File: config.mk
export PLATFORM = sky130hd
export DESIGN_NAME = pipelined_csel_adder
export DESIGN_NICKNAME = d
export VERILOG_FILES = /design/src/rtl/pipelined_csel_adder.sv
export SDC_FILE = /design/constraint.sdc
export NUM_CORES = 1
export LEC_CHECK = 0
export BUFFER_PORTS_ARGS = -buffer_cell sky130_fd_sc_hd__clkbuf_2
export CAP_MARGIN = 25
export CORE_ASPECT_RATIO = 0.6
export CORE_UTILIZATION = 40
export DETAILED_ROUTE_END_ITERATION = 10
export PLACE_DENSITY = 0.73
export SLEW_MARGIN = 20
export SYNTH_ARGS = -nofsm -noshare
export SYNTH_HDL_FRONTEND = slang
export SYNTH_SLANG_ARGS = --single-unit
File: constraint.sdc
create_clock -name clk -period 3.5 [get_ports clk]
set_input_delay 0.35 -clock clk [delete_from_list [all_inputs] [get_ports clk]]
set_output_delay 0.35 -clock clk [all_outputs]
set_load 0.03 [all_outputs]
File: src/rtl/pipelined_csel_adder.sv
// Pipelined carry-select adder/subtractor with a valid/ready handshake.
// Each stage resolves BLKS_PER_STG blocks and forwards only the operand bits it has not resolved yet.
module pipelined_csel_adder #(
   parameter int WIDTH        = 16,
   parameter int BLK_W        = 4,
   parameter int BLKS_PER_STG = 2
) (
   input  logic             clk,
   input  logic             rst_n,
   input  logic             in_valid,
   output logic             in_ready,
   input  logic [WIDTH-1:0] a,
   input  logic [WIDTH-1:0] b,
   input  logic             c_in,
   input  logic             sub,
   output logic             out_valid,
   input  logic             out_ready,
   output logic [WIDTH-1:0] sum,
   output logic             c_out,
   output logic             ovf
);

   localparam int NUM_BLK = WIDTH / BLK_W;
   localparam int LATENCY = (NUM_BLK + BLKS_PER_STG - 1) / BLKS_PER_STG;

   logic w_stall;

   // A stalled output freezes the entire pipe, bubbles included.
   assign w_stall  = g_stg[LATENCY-1].r_v & ~out_ready;
   assign in_ready = ~w_stall;

   for (genvar gk = 0; gk < LATENCY; gk++) begin : g_stg
      localparam int FIRST  = gk * BLKS_PER_STG;
      localparam int N_HERE = (FIRST + BLKS_PER_STG <= NUM_BLK) ? BLKS_PER_STG : NUM_BLK - FIRST;
      localparam int LO     = FIRST * BLK_W;
      localparam int RES    = (FIRST + N_HERE) * BLK_W;

      logic             w_v_in;
      logic             w_c_in;
      logic [WIDTH-1:LO] w_a_in;
      logic [WIDTH-1:LO] w_b_in;
      logic [RES-1:0]   w_s_out;
      logic [N_HERE:0]  w_cy;

      logic             r_v;
      logic             r_c;
      logic [RES-1:0]   r_s;

      if (gk == 0) begin : g_head
         assign w_v_in = in_valid;
         assign w_c_in = sub | c_in;
         assign w_a_in = a;
         assign w_b_in = sub ? ~b : b;
      end else begin : g_body
         assign w_v_in          = g_stg[gk-1].r_v;
         assign w_c_in          = g_stg[gk-1].r_c;
         assign w_a_in          = g_stg[gk-1].g_fwd.r_a;
         assign w_b_in          = g_stg[gk-1].g_fwd.r_b;
         assign w_s_out[LO-1:0] = g_stg[gk-1].r_s;
      end

      assign w_cy[0] = w_c_in;

      for (genvar gi = 0; gi < N_HERE; gi++) begin : g_blk
         localparam int BASE = (FIRST + gi) * BLK_W;
         logic [BLK_W:0] w_s0;
         logic [BLK_W:0] w_s1;

         // Both candidate sums are formed in parallel; the incoming carry only drives the mux.
         assign w_s0 = {1'b0, w_a_in[BASE +: BLK_W]} + {1'b0, w_b_in[BASE +: BLK_W]};
         assign w_s1 = {1'b0, w_a_in[BASE +: BLK_W]} + {1'b0, w_b_in[BASE +: BLK_W]}
                     + {{BLK_W{1'b0}}, 1'b1};
         assign w_s_out[BASE +: BLK_W] = w_cy[gi] ? w_s1[BLK_W-1:0] : w_s0[BLK_W-1:0];
         assign w_cy[gi+1]             = w_cy[gi] ? w_s1[BLK_W]     : w_s0[BLK_W];
      end

      always_ff @(posedge clk or negedge rst_n) begin
         if (!rst_n) begin
            r_v <= 1'b0;
            r_c <= 1'b0;
            r_s <= '0;
         end else if (!w_stall) begin
            r_v <= w_v_in;
            r_c <= w_cy[N_HERE];
            r_s <= w_s_out;
         end
      end

      if (RES < WIDTH) begin : g_fwd
         logic [WIDTH-1:RES] r_a;
         logic [WIDTH-1:RES] r_b;

         always_ff @(posedge clk or negedge rst_n) begin
            if (!rst_n) begin
               r_a <= '0;
               r_b <= '0;
            end else if (!w_stall) begin
               r_a <= w_a_in[WIDTH-1:RES];
               r_b <= w_b_in[WIDTH-1:RES];
            end
         end
      end

      if (gk == LATENCY - 1) begin : g_flag
         logic w_c_msb;
         logic r_ovf;

         // Carry into the MSB recovered from the MSB sum bit and its operands.
         assign w_c_msb = w_a_in[WIDTH-1] ^ w_b_in[WIDTH-1] ^ w_s_out[WIDTH-1];

         always_ff @(posedge clk or negedge rst_n) begin
            if (!rst_n) begin
               r_ovf <= 1'b0;
            end else if (!w_stall) begin
               r_ovf <= w_c_msb ^ w_cy[N_HERE];
            end
         end
      end
   end

   assign out_valid = g_stg[LATENCY-1].r_v;
   assign sum       = g_stg[LATENCY-1].r_s;
   assign c_out     = g_stg[LATENCY-1].r_c;
   assign ovf       = g_stg[LATENCY-1].g_flag.r_ovf;

endmodule

Yosys cells after proc, flatten, opt, wreduce, memory -nomap -nowiden
Index checks and enable logic that the tools add are counted.
W data, S select, Z words.
{"block": "classes", "n_addsub": 8, "mux": 9, "n_bitwise": 8}
{"cell": "$add A4 B4 Y5", "n": 4}
{"cell": "$add A5 B1 Y5 const B", "n": 4}
{"cell": "$mux W16", "n": 1}
{"cell": "$mux W4", "n": 4}
{"cell": "$not A16 Y16", "n": 1}
{"cell": "$mux W1", "n": 4}
{"cell": "$xor A1 B1 Y1", "n": 3}
{"cell": "$not A1 Y1", "n": 2}
{"cell": "$and A1 B1 Y1", "n": 1}
{"cell": "$or A1 B1 Y1", "n": 1}
{"block": "word_totals", "ff_bits": 45, "input_bits": 38, "word_cells": 34}

Longest topological paths before layout
Gate-level depths: netlist of run 1.
{"block": "logic_depth", "ltp_word": 6, "depth_mapped": 13}

Least setup slack after synthesis of run 1
Ideal clock, no wire load.
{"block": "synth_timing", "path_kind": "in2reg", "start": "input sub", "end": "register g_stg[0].r_s[5]", "setup_ns": 0.154, "arrival_time_ns": 2.746, "setup_slack_ns": 0.600, "path_stages": 13, "path_cell_list": "buf_2 -> buf_1 -> xor2_1 -> ha_1 -> inv_1 -> fa_1 -> inv_1 -> ha_1 -> nand2_1 -> nand4b_1 -> nand2_1 -> mux2i_1 -> a21oi_1"}
{"block": "synth_between", "elab_chain_len": 5, "elab_cells_between_ends": 8, "cone_classes": "add/sub: 4; mux: 3; bitwise: 1"}
{"item": "start: declaration", "line_no": "15", "source": "input logic sub,"}
{"item": "$mux W16", "line_no": "53", "source": "assign w_b_in = sub ? ~b : b;"}
{"item": "$add A4 B4 Y5", "line_no": "70, 71"}
{"item": "$add A5 B1 Y5", "line_no": "72", "source": "+ {{BLK_W{1'b0}}, 1'b1};"}
{"item": "$mux W1", "line_no": "74", "source": "assign w_cy[gi+1] = w_cy[gi] ? w_s1[BLK_W] : w_s0[BLK_W];"}
{"item": "$mux W4 *", "line_no": "73", "source": "assign w_s_out[BASE +: BLK_W] = w_cy[gi] ? w_s1[BLK_W-1:0] : w_s0[BLK_W-1:0];"}
{"item": "end signal: assignment", "line_no": "85", "source": "r_s <= w_s_out;"}
{"item": "end: declaration", "line_no": "47", "source": "logic [RES-1:0] r_s;"}
Mark *: on every way between the ends. The rest lies on a longest branch, timed or not.
A chain may end at the register's enable or synchronous reset.

Final worst setup path of run 1
{"block": "layout_timing", "start": "register g_stg[0].g_fwd.r_a[8] in the netlist's numbering", "end": "register g_stg[1].g_flag.r_ovf (netlist: ovf)"}
{"block": "layout_between", "elab_chain_len": 6, "elab_cells_between_ends": 7, "cone_classes": "add/sub: 2; mux: 3; bitwise: 2"}
{"item": "start: declaration", "line_no": "90", "source": "logic [WIDTH-1:RES] r_a;"}
{"item": "start signal: assignment", "line_no": "98", "source": "r_a <= w_a_in[WIDTH-1:RES];"}
{"item": "$add A4 B4 Y5 *", "line_no": "70, 71"}
{"item": "$add A5 B1 Y5", "line_no": "72"}
{"item": "$mux W1 *", "line_no": "74"}
{"item": "$mux W4", "line_no": "73"}
{"item": "$xor A1 B1 Y1", "line_no": "109", "source": "assign w_c_msb = w_a_in[WIDTH-1] ^ w_b_in[WIDTH-1] ^ w_s_out[WIDTH-1];"}
{"item": "$xor A1 B1 Y1 *", "line_no": "115", "source": "r_ovf <= w_c_msb ^ w_cy[N_HERE];"}
{"item": "end signal: assignment", "line_no": "115"}
{"item": "end: declaration", "line_no": "106", "source": "logic r_ovf;"}
Marked as above.

==> results of run 1 <==
[cells in the mapped netlist (all sizes together)]
cell type | instances | share of area (%)
dfrtp | 45 | 41
buf | 2 | 0.32
mux2i | 4 | 1.5
nor3b | 1 | 0.28
mux2 | 1 | 0.55
a41o | 1 | 0.37
inv | 10 | 1.4
and3 | 1 | 0.41
o21ai | 19 | 3.5
nor2 | 9 | 1.2
ha | 20 | 9.2
xnor2 | 21 | 7.3
nand2 | 73 | 10
bufbuf | 1 | 1.2
a21o | 7 | 2.0
nand2b | 2 | 0.46
nor2b | 3 | 0.69
nand4 | 4 | 0.92
fa | 4 | 2.9
xor2 | 17 | 5.5
or2 | 2 | 0.46
nor3 | 1 | 0.60
a21oi | 17 | 3.4
nand4b | 2 | 0.64
and4 | 1 | 0.41
xnor3 | 1 | 0.83
clkinv | 1 | 0.14
clkbuf | 10 | 1.4
nand3 | 4 | 0.92
[routing by layer]
layer,vias up,wire [µm],track usage (%),share of wire (%)
met4,0,24,3.55,0.45
met1,922,2800,24.5,53
met3,6,299,4.43,5.6
met5,-,0,0,0
li1,1039,-,-,-
met2,53,2170,24.2,41
[cell type report]
cell class / count / area [µm²] / share of cell area (%)
clock buffer: 8 / 136 / 4.23
inverter: 11 / 41.3 / 1.28
multi-input combinational: 215 / 1480 / 45.9
sequential: 45 / 1130 / 34.9
tap: 84 / 105 / 3.26
timing repair buffer: 61 / 335 / 10.4
[critical path, stage by stage (launching register included)]
cell,delay (ns)
dfrtp_1,0.38
ha_1,0.22
fa_1,0.55
ha_1,0.21
nand3_2,0.11
nor3_4,0.22
xnor2_2,0.19
and4_4,0.28
xnor3_1,0.29
mux2_4,0.27
[logic make-up (layout without fill, tap and decap cells)]
| kind of cell | count (synthesis) | count (layout) | share of synthesized area (%) |
|---|---|---|---|
| xor+xnor | 39 | 39 | 13.6 |
| mux | 5 | 5 | 2.02 |
| flops | 45 | 45 | 41.4 |
| fa+ha+maj | 24 | 24 | 12.1 |
| compound gates | 44 | 44 | 9.29 |
| simple gates | 103 | 103 | 17.1 |
| buf+inv | 24 | 80 | 4.42 |
[report_power, final]
| group | internal (mW) | switching (mW) | leakage, nW |
|---|---|---|---|
| sequential | 0.680 | 0.104 | 0.534 |
| clock | 0.265 | 0.176 | 0.0652 |
| combinational | 0.361 | 0.562 | 1.02 |
| total | 1.31 | 0.842 | 1.62 |
[sequential cells by signal, indices dropped and copies added, names as in the netlist]
register,flops
ovf,1
g_stg.r_v,1
sum,16
out_valid,1
g_stg.g_fwd.r_a,8
g_stg.g_fwd.r_b,8
g_stg.r_s,8
g_stg.r_c,1
c_out,1
[final timing paths]
path,start,endpoint,slack [ns],cells past startpoint
setup / recovery,g_stg[0].g_fwd.r_a[8],ovf,0.66,9
hold / removal,rst_n,sum[1],0.11,1
setup reg to reg,g_stg[0].g_fwd.r_a[8],ovf,0.66,9
hold reg to reg,g_stg[0].r_v,g_stg[0].r_v,0.46,2
max in group asynchronous,rst_n,g_stg[0].r_s[6],2.86,2
min in group clk,a[10],g_stg[0].g_fwd.r_a[10],0.26,3
[metrics by stage]
stage               total power [mW]  utilization [%]  cells  setup slack (ns)
global route                    2.31             50.9    424             0.532
detailed placement              1.72             48.8    416             0.706
floorplan                       1.48                -    284             0.600
CTS                             2.17             50.9    424             0.672
global placement                1.69             48.4    415             0.779
finish                          2.15             50.9    424             0.665
==> results.json, run 1 <==
{
  "period_share_pct": 81.0,
  "synth_fp_nets": 346,
  "fin_nets": 401,
  "track_usage_pct": 16.7,
  "drt_iter0_markers": 59,
  "power.density_nw_per_um2": 666,
  "diodes": 0,
  "setup_viol": 0,
  "mostFrequentLayoutCells": "nand2_1, clkbuf_2, dfrtp_1",
  "timing.hold.ws_ns": 0.105,
  "initial_core_util_pct": 43.0,
  "yosysUniqueCellTypes": 36,
  "crit_path_end_kind": "flop",
  "fin_setup_tns_ns": 0,
  "place.gp.congestion": 0.807,
  "die_area_um2": 7140,
  "portBuffers": 57,
  "grt_pass1_vias": 1882,
  "place_area_um2": 3090,
  "drive_above_1_share_pct": 23.2,
  "coreArea_um2": 6330,
  "remaining_drc_errors": 0,
  "grt_max_degree": 54,
  "rsz0062_at_grt": "false",
  "maxCapViolCount": 0,
  "wire_per_inst_um": 12.5,
  "fp-row-count": 22,
  "tightestPinTransition_ns": 0.691,
  "postCtsSetupBuffers": 0,
  "netlist_area_um2": 2720,
  "viasPerCell": 4.76,
  "hold_violations": 0,
  "fin_area_um2": 3230,
  "status": "complete, no violations",
  "ys_seq_area_share_pct": 41.4,
  "clk_root_buffer_cell": "clkbuf_16",
  "nFillCells": 594,
  "syn_inst": 284,
  "die_h_um": 65.9,
  "critPathLaunchType": "flop",
  "grt_pass1_wl_um": 9160,
  "avgSynthCellArea_um2": 9.58,
  "grt_overflow_total": 0,
  "clk-insertion-delay-late_ns": 0.28,
  "post-dp-hpwl_um": 4130,
  "final_common_cell": "nand2_1",
  "die_w_um": 108,
  "p_leak_nw": 1.62,
  "io-pin-count": 58,
  "syn_to_final_growth_pct": 18.6,
  "worstSetupPathType": "reg2reg",
  "dr.pass1.iters": 4,
  "h-tree-depth": 2,
  "vias": 2020,
  "holdBufCountCts": 0,
  "clock.fmax_ghz": 0.353,
  "cts_num_sinks": 45,
  "antenna_left": 0,
  "cts_tree": "built",
  "slew-limit-headroom_pct": 53.9,
  "cts_buffers": 5,
  "holdCritPathClass": "in2async",
  "skew_ns": 0.00470,
  "cts.clk_slew.worst_paths_ns": 0.06,
  "vdd_drop_max_mv": 0.403,
  "worstPathArrival_ns": 2.99,
  "drt-total-wl_um": 5300,
  "slew_violations": 0,
  "cts_max_path_buffers": 2,
  "cp_max_fo": 4,
  "min_period_ns": 2.84,
  "cp.required_ns": 3.66,
  "antenna_found_initial": 0,
  "cts_resized": 0,
  "ys_warn_count": 0,
  "synth_seq_cells": 45
}
Power figures use the tool's default switching activity.
==> run 2: changes to the inputs <==
- clock period: 3.5 -> 2.75 ns (I/O delays scaled with it)
==> run 2 against run 1 <==
Compared with the run above:
- die area did not move
- combinational power rose by 39%
- non-clock buffer count rose by 10
- clock-buffer cell count fell by 2
- cell count rose by 2.4%
- sequential share of layout area fell by 1.3 points
- first-iteration DRC count rose by 10%
- sequential power rose by 27%
- hold slack got worse by 0.10 ns
- critical endpoint unchanged
- largest power group unchanged
- highest routed layer unchanged
==> results.json, run 2 (synthesis gave the netlist of run 1 again) <==
{
  "status": "complete, no violations",
  "portBuffers": 57,
  "cp_max_fo": 2,
  "startpoint": "g_stg[0].g_fwd.r_b[8]",
  "pwr-share-clk_pct": 20.0,
  "setup_viol": 0,
  "slew_violations": 0,
  "tightestPinTransition_ns": 0.625,
  "largest_register_ffs": 16,
  "cts.clk_slew.worst_paths_ns": 0.06,
  "place.gp.congestion": 0.744,
  "h-tree-depth": 2,
  "die_h_um": 65.9,
  "pwr-share-seq_pct": 35.0,
  "comb_power_share_pct": 45.0,
  "diodes": 0,
  "critPathLaunchType": "flop",
  "regArea_um2": 1130,
  "drt_iter0_markers": 65,
  "timing.hold.ws_ns": 0.000606,
  "viasPerCell": 4.72,
  "clk_root_buffer_cell": "clkbuf_16",
  "post-dp-hpwl_um": 4340,
  "grt_max_degree": 54,
  "track_usage_pct": 17.3,
  "dr.pass1.iters": 4,
  "rsz0062_at_grt": "false",
  "p_leak_nw": 1.68,
  "hold_violations": 0,
  "grt_pass1_wl_um": 9360,
  "cts_max_path_buffers": 2,
  "clock.fmax_ghz": 0.376,
  "drive_above_1_share_pct": 27.4,
  "slew-limit-headroom_pct": 58.4,
  "holdBufCountCts": 0,
  "die_w_um": 108,
  "maxCapViolCount": 0,
  "switchingPower_mw": 1.12,
  "cp.required_ns": 2.91,
  "worstSetupPathType": "reg2reg",
  "cts_buffers": 5,
  "grt_pass1_vias": 1992,
  "crit_path_end_kind": "flop",
  "holdCritPathClass": "in2async",
  "final_common_cell": "nand2_1",
  "power.density_nw_per_um2": 850,
  "die_area_um2": 7140,
  "cts_num_sinks": 45,
  "remaining_drc_errors": 0,
  "antenna_left": 0,
  "r2r_start": "g_stg[0].g_fwd.r_b[8]",
  "syn_to_final_growth_pct": 23.1,
  "min_period_ns": 2.66,
  "vias": 2050,
  "intPower_mw": 1.73,
  "drt-total-wl_um": 5610,
  "fin_nets": 411,
  "switching_share_pct": 39.3,
  "worstPathArrival_ns": 2.82,
  "fp-row-count": 22,
  "clk-insertion-delay-late_ns": 0.28,
  "wire_per_inst_um": 12.9,
  "cts_tree": "built",
  "grt_overflow_total": 0,
  "final_util_pct": 52.9,
  "skew_ns": 0.00200,
  "period_share_pct": 96.7,
  "vdd_drop_max_mv": 0.485,
  "coreArea_um2": 6330,
  "nFillCells": 598,
  "initial_core_util_pct": 43.0,
  "multi_input_comb_area_um2": 1530,
  "mostFrequentLayoutCells": "nand2_1, clkbuf_2, dfrtp_1",
  "io-pin-count": 58,
  "antenna_found_initial": 0
}
[run 2: cell types whose count changed in the layout (fill, tap and decap cells not counted), sizes merged]
cell / delta
buf: +10
clkbuf: -2
clkinv: +2
[run 2: worst paths after layout]
kind	endpoint	slack, ns	cells past startpoint
worst max-delay path	ovf	0.09	9
worst min-delay path	sum[13]	0.0006	1
worst max register to register	ovf	0.09	9
min in group clk	g_stg[0].g_fwd.r_a[10]	0.19	3
max in group asynchronous	g_stg[0].r_s[4]	2.21	2
worst min register to register	out_valid	0.47	1
[run 2: cell type report]
type	instances	area share [%]
Clock buffer	6	3.85
Inverter	11	1.23
Sequential cell	45	33.6
Tap cell	84	3.14
Multi-Input combinational cell	215	45.6
Timing Repair Buffer	71	12.3
Clock inverter	2	0.299
[run 2: through the flow]
stage	cell area [µm²]	setup TNS (ns)	std cells	total power, mW	setup WS (ns)
6_report	3350	0	434	2.85	0.0901
5_1_grt	3350	0	434	3.05	0.00236
4_1_cts	3320	-0.00231	433	2.84	-0.00231
3_5_place_dp	3110	-0.0193	419	2.20	-0.0193
3_3_place_gp	3080	0	418	2.16	0.0784
2_1_floorplan	2720	0	284	1.89	0.101
[run 2: repair_timing]
item | in CTS | in global routing
resized for setup | 6 | 2
pin swaps | 6 | 3
buffers inserted | 6 | 1
setup endpoints to repair | 1 | 1
[run 2: power groups by stage]
stage	combinational, mW	clock, mW	sequential, mW
finish	1.28	0.570	0.995
global route	1.41	0.612	1.03
CTS	1.26	0.583	0.998
detailed placement	1.20	0	1.00
floorplan	0.679	0	1.21
global placement	1.16	0	0.997
[run 2: routing by layer]
layer	vias to the layer above	part of all wire (%)	GRT usage, %
met5	-	0	0
met4	0	0.45	3.55
met3	5	5.0	4.53
met2	45	43	26.6
met1	937	52	24.5
li1	1063	-	-
[run 2: worst max-delay path, cell delays in order (launching register included)]
cell,delay [ns]
dfrtp_1,0.38
ha_2,0.20
fa_1,0.55
ha_4,0.16
nand3_4,0.08
nor3_4,0.21
xnor2_2,0.16
and4_4,0.25
xnor3_1,0.30
mux2_4,0.26
